`src/rtl/boot_pkg.sv`:
```
// Shared types and constants for the BRAM boot loader.
package boot_pkg;

    typedef enum logic [2:0] {
        ST_IDLE,
        ST_ADDR,
        ST_LEN,
        ST_DATA,
        ST_CSUM,
        ST_DONE,
        ST_ERR
    } boot_state_t;

    localparam logic [7:0] SYNC_DEFAULT = 8'hA5;
    localparam int         HDR_BYTES    = 4;

endpackage

```
`src/rtl/boot_word_packer.sv`:
```
// Packs payload bytes into little-endian 32-bit words and emits one registered
// masked write when lane 3 fills or the last payload byte arrives.
module boot_word_packer (
    input  logic        clk,
    input  logic        rst_n,
    input  logic        init,
    input  logic [1:0]  start_lane,
    input  logic        valid,
    input  logic        last,
    input  logic [7:0]  byte_in,
    output logic [3:0]  we,
    output logic [31:0] di,
    output logic        flush
);

    logic [1:0]  ptr;
    logic [3:0]  mask, mask_nx;
    logic [31:0] wbuf, wbuf_nx;

    always_comb begin
        mask_nx = mask | (4'b0001 << ptr);
        wbuf_nx = wbuf;
        wbuf_nx[{ptr, 3'b000} +: 8] = byte_in;
        flush   = valid && (ptr == 2'd3 || last);
    end

    always_ff @(posedge clk or negedge rst_n) begin
        if (!rst_n) begin
            ptr  <= '0;
            mask <= '0;
            wbuf <= '0;
            we   <= '0;
            di   <= '0;
        end else begin
            we <= '0;
            if (init) begin
                ptr  <= start_lane;
                mask <= '0;
                wbuf <= '0;
            end else if (valid) begin
                ptr <= ptr + 2'd1;
                if (flush) begin
                    // The same-cycle byte is in wbuf_nx, so the word starts fresh next cycle.
                    we   <= mask_nx;
                    di   <= wbuf_nx;
                    mask <= '0;
                    wbuf <= '0;
                end else begin
                    mask <= mask_nx;
                    wbuf <= wbuf_nx;
                end
            end
        end
    end

endmodule

```
`src/rtl/bram_boot_loader.sv`:
```
// UART-framed boot loader: SYNC, LE start address, LE length, payload, optional
// checksum (enable with BOOT_CHECKSUM_EN). Holds the core in reset until loaded.
module bram_boot_loader
    import boot_pkg::*;
#(
    parameter logic [31:0] MEM_BYTES   = 32'h0025_0000,
    parameter int unsigned TIMEOUT_CYC = 1000000,
    parameter logic [7:0]  SYNC_BYTE   = SYNC_DEFAULT
) (
    input  logic        clk,
    input  logic        rst_n,
    input  logic        rx_valid,
    input  logic [7:0]  rx_data,
    output logic [3:0]  mem_we,
    output logic [31:0] mem_addr,
    output logic [31:0] mem_di,
    output logic        busy,
    output logic        done,
    output logic        err,
    output logic        cpu_rst_n
);

`ifdef BOOT_CHECKSUM_EN
    localparam boot_state_t ST_POST = ST_CSUM;
    logic [7:0] csum;
`else
    localparam boot_state_t ST_POST = ST_DONE;
`endif

    boot_state_t state, state_nx;
    logic [1:0]  hdr_cnt;
    logic [31:0] addr_sr;
    logic [23:0] len_sr;
    logic [31:0] rem;
    logic [29:0] cur_word;
    logic [31:0] tmo_cnt;
    logic [31:0] len_full;
    logic [32:0] end_addr;
    logic        hdr_last, range_bad, byte_take, pk_init, pk_flush, tmo_hit;

    assign busy      = (state == ST_ADDR) || (state == ST_LEN) ||
                       (state == ST_DATA) || (state == ST_CSUM);
    assign done      = (state == ST_DONE);
    assign err       = (state == ST_ERR);
    assign cpu_rst_n = done;

    assign hdr_last  = (hdr_cnt == 2'(HDR_BYTES - 1));
    assign len_full  = {rx_data, len_sr};
    // 33-bit sum so a wrap past 2^32 still reads as out of range.
    assign end_addr  = {1'b0, addr_sr} + {1'b0, len_full};
    assign range_bad = end_addr > {1'b0, MEM_BYTES};
    assign byte_take = (state == ST_DATA) && rx_valid && (rem != '0);
    assign pk_init   = (state == ST_LEN) && rx_valid && hdr_last;
    assign tmo_hit   = (TIMEOUT_CYC != 0) && busy && !rx_valid &&
                       (tmo_cnt == TIMEOUT_CYC - 1);

    always_comb begin
        state_nx = state;
        case (state)
            ST_IDLE: if (rx_valid && rx_data == SYNC_BYTE) state_nx = ST_ADDR;
            ST_ADDR: if (rx_valid && hdr_last) state_nx = ST_LEN;
            ST_LEN: begin
                if (rx_valid && hdr_last) begin
                    if (len_full == '0)  state_nx = ST_POST;
                    else if (range_bad)  state_nx = ST_ERR;
                    else                 state_nx = ST_DATA;
                end
            end
            ST_DATA: begin
`ifdef BOOT_CHECKSUM_EN
                if (byte_take && rem == 32'd1) state_nx = ST_CSUM;
`else
                // One cycle after the last byte so done trails the final write pulse.
                if (rem == '0) state_nx = ST_DONE;
`endif
            end
`ifdef BOOT_CHECKSUM_EN
            ST_CSUM: if (rx_valid) state_nx = (rx_data == csum) ? ST_DONE : ST_ERR;
`endif
            ST_ERR:  if (rx_valid && rx_data == SYNC_BYTE) state_nx = ST_ADDR;
            default: state_nx = state;
        endcase
        if (tmo_hit) state_nx = ST_ERR;
    end

    always_ff @(posedge clk or negedge rst_n) begin
        if (!rst_n) begin
            state    <= ST_IDLE;
            hdr_cnt  <= '0;
            addr_sr  <= '0;
            len_sr   <= '0;
            rem      <= '0;
            cur_word <= '0;
            tmo_cnt  <= '0;
            mem_addr <= '0;
`ifdef BOOT_CHECKSUM_EN
            csum     <= '0;
`endif
        end else begin
            state <= state_nx;
            if (!busy)
                hdr_cnt <= '0;
            else if (rx_valid && (state == ST_ADDR || state == ST_LEN))
                hdr_cnt <= hdr_cnt + 2'd1;
            if (state == ST_ADDR && rx_valid) addr_sr <= {rx_data, addr_sr[31:8]};
            if (state == ST_LEN && rx_valid)  len_sr  <= len_full[31:8];
            if (pk_init) begin
                rem      <= len_full;
                cur_word <= addr_sr[31:2];
            end else if (byte_take) begin
                rem <= rem - 32'd1;
            end
            if (pk_flush) begin
                mem_addr <= {cur_word, 2'b00};
                cur_word <= cur_word + 30'd1;
            end
            tmo_cnt <= (!busy || rx_valid) ? '0 : tmo_cnt + 32'd1;
`ifdef BOOT_CHECKSUM_EN
            if (!busy)          csum <= '0;
            else if (byte_take) csum <= csum + rx_data;
`endif
        end
    end

    boot_word_packer u_packer (
        .clk        (clk),
        .rst_n      (rst_n),
        .init       (pk_init),
        .start_lane (addr_sr[1:0]),
        .valid      (byte_take),
        .last       (rem == 32'd1),
        .byte_in    (rx_data),
        .we         (mem_we),
        .di         (mem_di),
        .flush      (pk_flush)
    );

endmodule

```
`config.mk`:
```
export PLATFORM = sky130hd
export DESIGN_NAME = bram_boot_loader
export DESIGN_NICKNAME = d
export VERILOG_FILES = /design/src/rtl/boot_pkg.sv /design/src/rtl/boot_word_packer.sv /design/src/rtl/bram_boot_loader.sv
export SDC_FILE = /design/constraint.sdc
export NUM_CORES = 1
export LEC_CHECK = 0
export CAP_MARGIN = 10
export CELL_PAD_IN_SITES_DETAIL_PLACEMENT = 0
export CELL_PAD_IN_SITES_GLOBAL_PLACEMENT = 2
export CORE_MARGIN = 2
export CORE_UTILIZATION = 30
export DETAILED_ROUTE_END_ITERATION = 6
export HOLD_SLACK_MARGIN = 0.03
export PLACE_DENSITY_LB_ADDON = 0.2
export SLEW_MARGIN = 20
export SYNTH_ARGS = -nofsm -noshare
export SYNTH_HDL_FRONTEND = slang
export SYNTH_SLANG_ARGS = --single-unit
```
`constraint.sdc`:
```
create_clock -name clk -period 5.2 [get_ports clk]
set_input_delay 0.78 -clock clk [delete_from_list [all_inputs] [get_ports clk]]
set_output_delay 0.78 -clock clk [all_outputs]
set_load 0.005 [all_outputs]
```
==> metrics.md <==
| Metric | Value |
|---|---|
| Peak supply drop | `0.000323 V` |
| Sequential fraction of the synthesis area | `0.469` |
| Slowest-stage cell, CP | `or4_1` |
| Startpoint types | `register` |
| Synthesized area | `13800 um2` |
| Tcrit/Tclk final | `0.738` |
| Netlist cell types | `81` |
| Postcts setup bufs | `0` |
| Overall power | `0.00944 W` |
| Min cycle time layout | `3840 ps` |
| Global-route wire length before repair | `67700 um` |
| Async set or reset register ratio after synthesis | `1.00` |
| Overall Global Routing Usage | `0.182` |
| Htree depth | `1` |
| Drt first pass iters | `5` |
| Largest net degree at the start of global routing | `118` |
| Power per Cell Area | `577 nW/um2` |
| Largest stage delay, worst path | `630 ps` |
| CP Cell Sequence | `or4_1 > nor4b_1 > and4_1 > a21o_4 > nand2_4 > nand2_1 > o21ai_0 > a221o_1` |
| Syn_area_per_cell | `9.55 um2` |
| FF+latch count, synth | `259` |
| Clk sinks | `259` |
| Bufs on Longest Clock Path | `3` |
| Leakage | `7.07 nW` |
| # IOs | `83` |
| Reg-to-reg setup timing slack | `1360 ps` |
| RSZ-0062 raised after global routing | `no` |
| Vias/cell | `5.33` |
| IO Port Bufs | `80` |
| Required time of the critical path | `5650 ps` |
| Mapped Cells | `1447` |
| Initial Util | `0.305` |
| Area growth syn-to-layout | `18.4%` |
| CP Max Fanout | `54` |
| Reg-to-Reg End | `cur_word[7]` |
| Final Max Tran Viols | `0` |
| Crit path kind | `register to register` |
| TritonCTS buffer count | `31` |
| Vias in the first global route | `11212` |
| Setup TNS | `0 ps` |
| Core ar. | `45400 um2` |
| Status | `finished, final reports clean` |
| Drt drc | `0` |
| Area of the multi-input gates | `6900 um2` |
| Nets | `1563` |
| Hold WC Path Type | `input pin to async pin` |
| Headroom to the max-slew limit | `0.368` |
| RR Startpoint | `rem[23]` |
| Hold buffer count at CTS | `0` |
| Post-synth EDFFs | `0` |
| Hpwl dp | `30200 um` |
| Worst-Margin Slew | `940 ps` |
| Clock Skew | `44.5 ps` |
| Die W | `219 um` |
| Crit. End Element | `register` |
| DIE HEIGHT | `219 um` |
| FMAX | `260 MHz` |
| Worst EP arrival | `4290 ps` |
| WL/cell | `20.1 um` |
| Initial antenna violation count | `2` |
| Total area of sequential cells | `6480 um2` |
| Reg2Reg Depth | `8` |
| Share of cells above drive strength 1 | `0.105` |
| First-iteration detailed-routing DRC count | `778` |
| CTS root buf | `clkbuf_16` |
| Synth Warn # | `0` |
| Post-CTS resize count | `0` |
| GPL Wtd Cong | `0.813` |
| Ys flop type | `dfrtp_1` |
| Die area | `47800 um2` |
| Wirelength, routed | `42800 um` |
| DR vias | `11353` |
| Final-layout fill cell count | `4660` |
| CTS tree | `yes` |
| Final Hold Fails | `0` |
| # Max-Cap Violations | `0` |
| # rows | `78` |
| Number of setup violations in the final report | `0` |
| Reg clk slew, reported paths | `60 ps` |
| Worst-skew pair later-pin latency | `610 ps` |
| Grt ovf | `0` |
| ANT nets after route | `0` |
cells in the final DEF (no fill, tap or decap), types with 9 or more instances in the layout:
| cell type | instances |
|---|---|
| dfrtp_1 | 259 |
| nand2_1 | 192 |
| nor2_1 | 162 |
| clkdlybuf4s50_1 | 79 |
| o21ai_0 | 75 |
| a21oi_1 | 67 |
| mux2_2 | 57 |
| ha_1 | 46 |
| a221oi_1 | 34 |
| nor3_1 | 33 |
| xnor2_1 | 33 |
| nand3_1 | 33 |
| a22o_1 | 32 |
| clkbuf_16 | 31 |
| inv_1 | 30 |
| xor2_1 | 30 |
| nand4_1 | 23 |
| buf_4 | 21 |
| nor4_1 | 19 |
| and3_1 | 19 |
| a21o_1 | 15 |
| or3_1 | 13 |
| o211ai_1 | 12 |
| nor2b_1 | 10 |
| a31oi_1 | 10 |
| a211oi_1 | 9 |
| a22oi_1 | 9 |
cell families (layout without fill, tap and decap cells):
logic type      count (synthesis)  after routing  synth area share
fa+ha+maj                      48             48            0.0438
other cells                     1              3          0.000271
xor+xnor                       63             63            0.0399
mux                            60             60            0.0486
compound gates                346            346             0.173
flops                         259            259             0.469
buf+inv                       112            193            0.0345
simple gates                  558            558             0.191
layer usage:
metal / wire length, um / up-vias / track usage
met3: 1690 / 44 / 0.0192
li1: - / 5417 / -
met1: 21800 / 5669 / 0.276
met4: 659 / 0 / 0.0367
met2: 18700 / 223 / 0.277
met5: 0 / - / 0
worst max path at each step:
stage,start,endpoint,slack [ps],cells after the start
2_1_floorplan,rx_data[1],state[2],2020,11
3_3_place_gp,rx_data[1],state[2],1230,11
3_5_place_dp,rx_data[1],state[2],1210,11
4_1_cts,rem[23],cur_word[7],1320,8
5_1_grt,rem[23],cur_word[10],1070,8
6_report,rem[23],cur_word[7],1360,8
final cells by class:
cell class,instances,share of cell area
clock buffer,42,0.0548
timing repair buffer,103,0.0613
tap,600,0.0459
clock inverter,15,0.0128
antenna,1,0.000153
inverter,33,0.00757
sequential,259,0.396
multi-input combinational,1077,0.422
registers in the layout, indices dropped and copies added (netlist names):
| register | count |
|---|---|
| hdr_cnt | 2 |
| state | 3 |
| cur_word | 30 |
| u_packer.di | 32 |
| tmo_cnt | 32 |
| u_packer.we | 4 |
| u_packer.mask | 4 |
| addr_sr | 32 |
| mem_addr | 30 |
| rem | 32 |
| u_packer.wbuf | 32 |
| len_sr | 24 |
| u_packer.ptr | 2 |
where the power goes:
| part | switching (W) | leakage, nW | internal [W] | total, W |
|---|---|---|---|---|
| clock | 0.000912 | 0.550 | 0.00141 | 0.00232 |
| combinational | 0.00213 | 3.09 | 0.00161 | 0.00374 |
| sequential | 0.000799 | 3.43 | 0.00258 | 0.00338 |
stage by stage:
step	instances	cell area [um2]	setup slack (ps)	hold WS (ps)	utilization
floorplan	1448	13800	2020	452	-
detailed placement	2072	15300	1210	463	0.336
global placement	2072	15300	1230	459	0.336
global route	2129	16400	1070	296	0.361
CTS	2129	16400	1320	272	0.361
finish	2130	16400	1360	228	0.361
worst max-delay path: cells and delay by family, from the launching register on:
kind	cells	cell delay (ps)
compound gates	3	710
simple gates	5	2520
flops	1	430
synthesized netlist by cell type (4+ instances only):
master	instances	area (um2)
a2111oi_0	4	35.0
a211oi_1	9	67.6
a21o_1	15	113
a21oi_1	67	335
a221o_1	8	80.1
a221oi_1	34	298
a22o_1	32	280
a22oi_1	9	67.6
a311oi_1	8	70.1
a31oi_1	10	62.6
and3_1	19	119
and4_1	8	70.1
buf_1	5	18.8
buf_2	18	90.1
buf_4	5	37.5
clkbuf_1	49	184
dfrtp_1	259	6480
ha_1	46	576
inv_1	30	113
mux2_2	57	642
nand2_1	192	721
nand2b_1	5	31.3
nand3_1	33	165
nand3b_1	4	30.0
nand4_1	23	144
nor2_1	162	608
nor2b_1	10	62.6
nor3_1	33	165
nor4_1	20	125
nor4b_1	7	61.3
o211ai_1	12	90.1
o21a_1	5	37.5
o21ai_0	75	375
o21ai_1	8	40.0
o221ai_1	4	35.0
o22ai_1	8	50.1
o311ai_0	4	35.0
o31ai_1	5	37.5
or3_1	13	81.3
or4_1	5	37.5
xnor2_1	33	289
xor2_1	30	263
Power figures use the tool's default switching activity.
==> RTL change, RTL diff (same flow settings) <==
The parameter `TIMEOUT_CYC` goes from 1000000 to 500000.
--- a/src/rtl/bram_boot_loader.sv
+++ b/src/rtl/bram_boot_loader.sv
@@ -5,5 +5,5 @@
 #(
     parameter logic [31:0] MEM_BYTES   = 32'h0025_0000,
-    parameter int unsigned TIMEOUT_CYC = 1000000,
+    parameter int unsigned TIMEOUT_CYC = 500000,
     parameter logic [7:0]  SYNC_BYTE   = SYNC_DEFAULT
 ) (
Behaviour: no difference found for any inputs over 10 cycles, from zero or initial values and one cycle with rst_n low; that may be too few to reach the edited logic, so the function may still have changed.
==> RTL change against the original RTL <==
- global-route usage rose by 0.37 points
- synthesized cell count rose by 0.48%
- worst setup slack improved by 230 ps
- clock skew fell by 24 ps
- sequential cell count did not move
- routed wire length rose by 2.0%
- area after synthesis rose by 0.80%
- via count barely moved
- cell area rose by 0.24%
- core utilization fell by 0.069 points
- critical path type unchanged
Power is not compared: it rests on default switching activity, and its combinational part moved more than twofold at a synthesized area within 25%.
==> RTL change: results (changes against the original RTL) <==
| Metric | Value |
|---|---|
| WL met1 | 20380 microns (-6.4%) |
| Final Net Count | 1576 (+0.83%) |
| DIE WIDTH | 219.5 microns (+0.39%) |
| Metal2 WL | 20740 microns (+11%) |
| WHS | 252.7 ps (+24.62 ps) |
| Starting DRC count in detailed routing | 722 (-7.2%) |
| Tcrit/Tclk final | 0.6939 (-0.04451) |
| GPL Wtd Cong | 0.8508 (+4.6%) |
| Status | completed |
| Total track usage | 0.1853 (+0.003688) |
| Ratio of cells with drive above 1 in the final layout | 0.1038 (-0.001469) |
| Cells taking the most area after synthesis | dfrtp_1 47%, nor2_1 5.3%, nand2_1 5.3%, mux2_2 4.6%, ha_1 4.1% |
| Worst-Skew Late Latency | 550 ps (-60 ps) |
| TritonCTS buffer count | 34 (+9.7%) |
| Max Clock Skew | 20.83 ps (-23.64 ps) |
| Worst-path maximum fanout | 6 (-89%) |
| Vias | 11363 (+0.088%) |
| Worst reg2reg setup slack | 1590 ps (+230 ps) |
| Critical-path top delay cell | dfrtp_1 |
| Largest net degree at the start of global routing | 89 (-25%) |
| Met3 WL | 1560 microns (-7.7%) |
| Register area share after synthesis | 0.4652 (-0.003706) |
| Met2 Use GR | 0.3073 (+0.03015) |
| Post-synthesis cell type count | 91 (+12%) |
| Multi-input logic cell count | 1100 (+2.1%) |
| N_diodes | 0 (-1) |
| Synth top cells by count | 259 x dfrtp_1, 196 x nor2_1, 195 x nand2_1 |
| Cells after synthesis | 1454 (+0.48%) |
| Data arrival, critical path | 4030 ps (-260 ps) |
| ClkCell Share | 0.06703 (-0.0005411) |
| First-pass GRT wire length | 69060 microns (+2.0%) |
| Antenna violations before repair | 1 (-1) |
[RTL change: cell count changes in the layout (fill, tap and decap cells not counted), sizes merged, moves of 6 or more]
cell    delta
inv       -13
nor3      -13
and3       +6
a211oi     +7
a21oi      -6
nor4      +11
a31oi      -6
or3        -7
nor2      +33
[RTL change: final timing paths]
kind,startpoint,end,cells past startpoint
worst max-delay path,addr_sr[0],state[2],11
worst min-delay path,rst_n,u_packer.di[20],1
worst max register to register,addr_sr[0],state[2],11
worst min register to register,mem_addr[2],mem_addr[2],2
max in group asynchronous,rst_n,tmo_cnt[1],2
min in group clk,mem_addr[2],mem_addr[2],2
[RTL change: cells by family (layout without fill, tap and decap cells)]
logic type                 Yosys count  count (layout)  share of synthesized area
xor gates and xnor gates            60              60                    0.03772
and+or+nand+nor                    590             590                     0.1979
buffers and inverters               96             182                    0.03413
DFF                                259             259                     0.4652
AOI/OAI and AO/OA                  339             339                     0.1723
adders and majority gates           47              47                    0.04275
other                                1               2                  0.0002692
muxes                               62              62                    0.04966
